==> config.mk <==
export PLATFORM = sky130hd
export DESIGN_NAME = pc_next_gen
export DESIGN_NICKNAME = d
export VERILOG_FILES = /design/src/rtl/pc_next_gen.sv
export SDC_FILE = /design/constraint.sdc
export NUM_CORES = 1
export LEC_CHECK = 0
export CAP_MARGIN = 30
export CORE_AREA = 2 2 72 74
export DETAILED_ROUTE_END_ITERATION = 8
export DIE_AREA = 0 0 74 76
export PLACE_DENSITY = 0.78
export SYNTH_ARGS = -nofsm -noshare
export SYNTH_HDL_FRONTEND = slang
export SYNTH_SLANG_ARGS = --single-unit
==> constraint.sdc <==
create_clock -name clk -period 1.9 [get_ports clk]
set_input_delay 0.38 -clock clk [delete_from_list [all_inputs] [get_ports clk]]
set_output_delay 0.38 -clock clk [all_outputs]
set_load 0.02 [all_outputs]
==> src/rtl/pc_next_gen.sv <==
// rtl/pc_next_gen.sv - next-PC select with held redirect; return-address stack when PC_RAS_EN is defined
module pc_next_gen #(
  parameter int unsigned      WIDTH     = 16,
  parameter int unsigned      PC_INC    = 1,
  parameter logic [WIDTH-1:0] RESET_VEC = '0,
  parameter int unsigned      RAS_DEPTH = 4
) (
  input  logic             clk,
  input  logic             rst,
  input  logic [WIDTH-1:0] pc_in,
  input  logic             stall,
  input  logic             br_valid,
  input  logic [WIDTH-1:0] br_target,
  input  logic             call_valid,
  input  logic [WIDTH-1:0] call_target,
  input  logic             ret_valid,
  input  logic [WIDTH-1:0] ret_target,
  output logic [WIDTH-1:0] new_pc,
  output logic             redirect_pend,
  output logic             ras_overflow,
  output logic             ras_underflow
);

  logic [WIDTH-1:0] seq;
  logic [WIDTH-1:0] evt_tgt;
  logic [WIDTH-1:0] pend_tgt;
  logic [WIDTH-1:0] ras_top;
  logic             evt_valid;
  logic             ras_empty;

  // Sequential successor wraps at 2^WIDTH; the carry is dropped on purpose.
  assign seq = pc_in + WIDTH'(PC_INC);

`ifdef PC_RAS_EN
  localparam int unsigned PW = (RAS_DEPTH > 1) ? $clog2(RAS_DEPTH) : 1;

  logic [WIDTH-1:0] ras_mem [RAS_DEPTH];
  logic [PW-1:0]    ras_sp;   // next slot to write; top of stack is ras_sp-1
  logic [PW:0]      ras_cnt;  // valid entries, saturates at RAS_DEPTH
  logic             push;
  logic             pop;

  assign ras_empty = (ras_cnt == '0);
  assign ras_top   = ras_mem[ras_sp - PW'(1)];
  // Only the winning event touches the stack: ret beats call.
  assign pop       = ret_valid && !rst;
  assign push      = call_valid && !ret_valid && !rst;

  // Stack pointer, occupancy and sticky error flags.
  always_ff @(posedge clk) begin
    if (rst) begin
      ras_sp        <= '0;
      ras_cnt       <= '0;
      ras_overflow  <= 1'b0;
      ras_underflow <= 1'b0;
    end else if (pop) begin
      if (ras_empty) begin
        ras_underflow <= 1'b1;
      end else begin
        ras_sp  <= ras_sp - PW'(1);
        ras_cnt <= ras_cnt - (PW+1)'(1);
      end
    end else if (push) begin
      // When full the write slot holds the oldest entry, so advancing overwrites it.
      ras_sp <= ras_sp + PW'(1);
      if (ras_cnt == (PW+1)'(RAS_DEPTH)) begin
        ras_overflow <= 1'b1;
      end else begin
        ras_cnt <= ras_cnt + (PW+1)'(1);
      end
    end
  end

  // Return address written on every call, stalled or not.
  always_ff @(posedge clk) begin
    if (push) begin
      ras_mem[ras_sp] <= seq;
    end
  end
`else
  assign ras_empty     = 1'b1;
  assign ras_top       = '0;
  assign ras_overflow  = 1'b0;
  assign ras_underflow = 1'b0;

  // RAS_DEPTH has no effect without the stack; this empty block keeps it referenced.
  if (RAS_DEPTH < 2) begin : g_ras_depth_unused
  end
`endif

  // Event target and the next-PC priority chain.
  always_comb begin
    evt_valid = ret_valid | call_valid | br_valid;
    evt_tgt   = br_target;
    if (ret_valid) begin
      evt_tgt = ras_empty ? ret_target : ras_top;
    end else if (call_valid) begin
      evt_tgt = call_target;
    end

    new_pc = seq;
    if (rst) begin
      new_pc = RESET_VEC;
    end else if (stall) begin
      new_pc = pc_in;
    end else if (evt_valid) begin
      new_pc = evt_tgt;
    end else if (redirect_pend) begin
      new_pc = pend_tgt;
    end
  end

  // Held redirect: newest event during a stall wins; any unstalled cycle consumes it.
  always_ff @(posedge clk) begin
    if (rst) begin
      redirect_pend <= 1'b0;
      pend_tgt      <= '0;
    end else if (stall) begin
      if (evt_valid) begin
        redirect_pend <= 1'b1;
        pend_tgt      <= evt_tgt;
      end
    end else begin
      redirect_pend <= 1'b0;
    end
  end

endmodule
* Word level (Yosys, flattened, before mapping)
Cells that the tools add are included.
Word-level totals: bits in registers 17, word-level logic and storage cells 14, bits of input ports 70, output and inout port bits 19
Operators by class: multiplexer cells 6, reduce and logical (&&, ||, !) cells 2, bitwise operators 3, add/subtract/negate cells 1
Operators by type and width (count):
- $mux 16 | 6
- $add 16x1->16 const B | 1
- $or 1x1->1 | 2
- $reduce_and 2->1 | 1
- $reduce_or 2->1 | 1
- $not 1->1 | 1

* Depth between registers and ports, before layout
word-level depth 5, depth in mapped cells 7, mapped depth without buffers 6

* Least setup slack after synthesis
Ideal clock, no wire load.
path type reg-to-output, from register redirect_pend, to output new_pc[3], stages on the path, launching flop included 7, data arrival time 1.576 ns, setup slack -0.056 ns, cells stage by stage dfxtp_1 buf_2 buf_1 nand2_1 o21ai_0 nand2_1 a221oi_2
On the way: word-level cells in the longest chain between the ends 4
Ends and longest elaborated chain:
- start: declaration | line 19 | output logic redirect_pend,
- start signal: assignment | line 116 | redirect_pend <= 1'b0;
- start signal: assignment | line 120 | redirect_pend <= 1'b1;
- start signal: assignment | line 124 | redirect_pend <= 1'b0;
- $mux 16 | line 108 | end else if (redirect_pend) begin
- $mux 16 | line 106 | end else if (evt_valid) begin
- $mux 16 | line 104 | end else if (stall) begin
- $mux 16 | line 102 | if (rst) begin
- end: declaration | line 18 | output logic [WIDTH-1:0] new_pc,
No other way between the ends.

* Worst setup path in the final report
from input call_valid, to output new_pc[14]
On the way: word-level cells in the longest chain between the ends 5
Ends and longest elaborated chain:
- start: declaration | line 14 | input logic call_valid,
- $mux 16 or $or 1x1->1 (tied branches) | line 97, 93
- $mux 16 or $or 1x1->1 (tied branches) | line 95, 93
- $mux 16 * | line 106
- $mux 16 * | line 104
- $mux 16 * | line 102
Every way passes the cells marked *; elsewhere a longest branch is shown, timed or not.

==> metrics.txt <==
status=finished, violations left; failing checks=setup timing; max-slew violation count=0; FF-to-FF setup slack=990 ps; Die W=74 microns; core area=0.00491 sq mm; CP Class=in2out; area delta synth->final=92.0%; total power=1.43 mW; Crit path top cell by count=buf_12; multi-input logic area=0.00169 sq mm; First DRT Iteration DRCs=138; CTS tree=built; final RePlAce weighted congestion=0.893; io pins=89; Final setup viols=16; hpwl dp=5.04 mm; CTS Buf Count=3; vias per cell=5.41; Ys Warns=0; Post-synth EDFFs=0; hold_buf cts=0; Residual DRC=0; Detail Route Antenna Nets=0; fraction of registers with async set/reset=0%; DIE AREA=0.00562 sq mm; Yosys reg bits=17; CTS Root Cell=clkbuf_8; starting density of the core=39.7%; final wirelength=7.70 mm; worst setup margin=-246 ps; number of max-cap violations=0; hold crit path type=reg2reg; FF+latch area=344 sq um; period utilization=113%; Fillers=329; Tot GR Track Use=26.1%; Critical Path, Cell by Cell=buf_12 -> buf_12 -> nor3_4 -> nand2_4 -> o211a_1 -> a21o_1 -> a22o_1 -> buf_6; Tmin final=2150 ps; H-tree levels=1; pwr dens=383 mW/mm^2; Crit-path slowest cell=o211a_1; RSZ-0062 raised after global routing=yes; first-pass GRT wire length=11.8 mm; Seq/Total Area, Yosys=17.5%; final hold vios=0; syn_area_per_cell=6.98 sq um; I/O Buffers=86; hold_sp=pend_tgt[13]; n_diodes=0; Sink Count=17; CP Launch Type=input port; slowest cell delay on critical path=280 ps; initial antenna violation count=0; Synth cell types=47; reg-to-reg endpoint=redirect_pend; Crit Path Max Fanout=7; global route overflow=0; WL per Instance=15.7 microns; Clock Path Buffers=2; Reg2Reg Depth=4; layout cells sized above 1=37.9%; top_reg_cell synth=dfxtp_1; Rows=26; Hold Path Sink=pend_tgt[13]; # nets final=492; Worst-path clk slew=60 ps; Post-Syn Area=0.00195 sq mm; Crit path required time=1520 ps; cells after synthesis=279; Critical R2R Launch=redirect_pend; Worst Skew=0 ps; pin count of the biggest net entering global routing=30; peak supply drop=0.365 mV; vias in the first global route=2594; critical path endpoint category=output pin; Worst EP arrival=1770 ps; Leakage Power=1.72 nW; later-pin clock latency in the skew report=250 ps; worst slack at placement=-1110 ps; die height=76 microns; FMAX=0.466 GHz; drt first pass iters=4; hold depth=2; routed vias=2652
## worst max-delay path: cells and delay by family
family                 cells  cell delay, ps
AO/OA/AOI/OAI              3             700
buffers and inverters      3             370
AND/OR/NAND/NOR            2             320
## through the flow
stage	instance area, sq um	hold WS [ps]	instances	setup TNS, ps	utilization [%]
4_1_cts	3560	452	485	-3010	72.4
5_1_grt	3740	466	490	-3690	76.1
3_3_place_gp	3230	438	468	-20210	65.8
3_5_place_dp	3230	444	468	-21140	65.8
2_1_floorplan	1980	431	280	-56.2	-
6_report	3740	455	490	-2800	76.1
## repair_timing
| action | in CTS | in global routing |
|---|---|---|
| buffers inserted | 11 | 5 |
| gates resized for setup | 204 | 44 |
| setup endpoints to repair | 32 | 16 |
| gates cloned | 3 | 1 |
| pin swaps | 42 | 32 |
## area by class of cell
cell class | instances | share of cell area [%]
clock buffers | 4 | 1.20
repair buffers | 156 | 41.2
well taps | 70 | 2.34
flip-flops and latches | 17 | 9.20
inverters | 9 | 0.903
multi-input cells | 234 | 45.2
## report_power, final
group	switching, mW	internal, mW
logic	0.349	0.422
registers	0.0144	0.379
clock network	0.118	0.149
total	0.482	0.950
## flip-flops by register name, indices dropped and copies added (netlist names)
name           flops
redirect_pend      1
pend_tgt          16
## cells in the final DEF (no fill, tap or decap), types with 8 or more instances in the layout
master	n
a21oi_1	20
buf_4	54
buf_6	29
clkdlybuf4s50_1	36
dfxtp_1	16
dlygate4sd2_1	14
dlymetal6s2s_1	8
inv_1	9
mux2i_1	16
nand2_1	54
o21ai_0	10
o21ai_1	10
o21ai_2	8
## metal layers
metal	share of wire [%]	up-vias	global-route usage (%)
met5	0	-	0
met3	4.9	18	2.25
met4	2.5	0	7.27
met2	52	114	45.6
li1	-	1284	-
met1	41	1236	33.6
## cell usage after synthesis, types with 7 or more instances
library cell  count  area (sq um)
mux2i_1          16           160
nor3b_1           7          52.6
o21ai_0          17          85.1
buf_2             7          35.0
inv_1             9          33.8
nor2b_1           9          56.3
a21oi_1          26           130
o21ai_1          11          55.1
dfxtp_1          17           340
nand2_1          58           218
nor2_1            8          30.0
nand3_1           7          35.0
## worst max-delay path by stage
| stage | cells after the start | slack [ps] | startpoint | to |
|---|---|---|---|---|
| finish | 8 | -250 | call_valid | new_pc[14] |
| global route | 8 | -310 | call_valid | new_pc[10] |
| CTS | 7 | -250 | call_target[14] | new_pc[14] |
| detailed placement | 7 | -1110 | call_valid | new_pc[12] |
| global placement | 8 | -1060 | call_valid | new_pc[8] |
| floorplan | 6 | -60 | redirect_pend | new_pc[4] |
## cells by family after synthesis
kind of cell,Yosys count,share of synthesized area (%)
AOI/OAI and AO/OA,93,32.1
and+or+nand+nor,113,29.4
other,1,0.192
xor gates and xnor gates,6,2.70
adders and majority gates,1,0.642
buffers and inverters,30,8.16
muxes,18,9.38
DFF,17,17.5
Note: power is estimated with default switching activity, not from simulation.
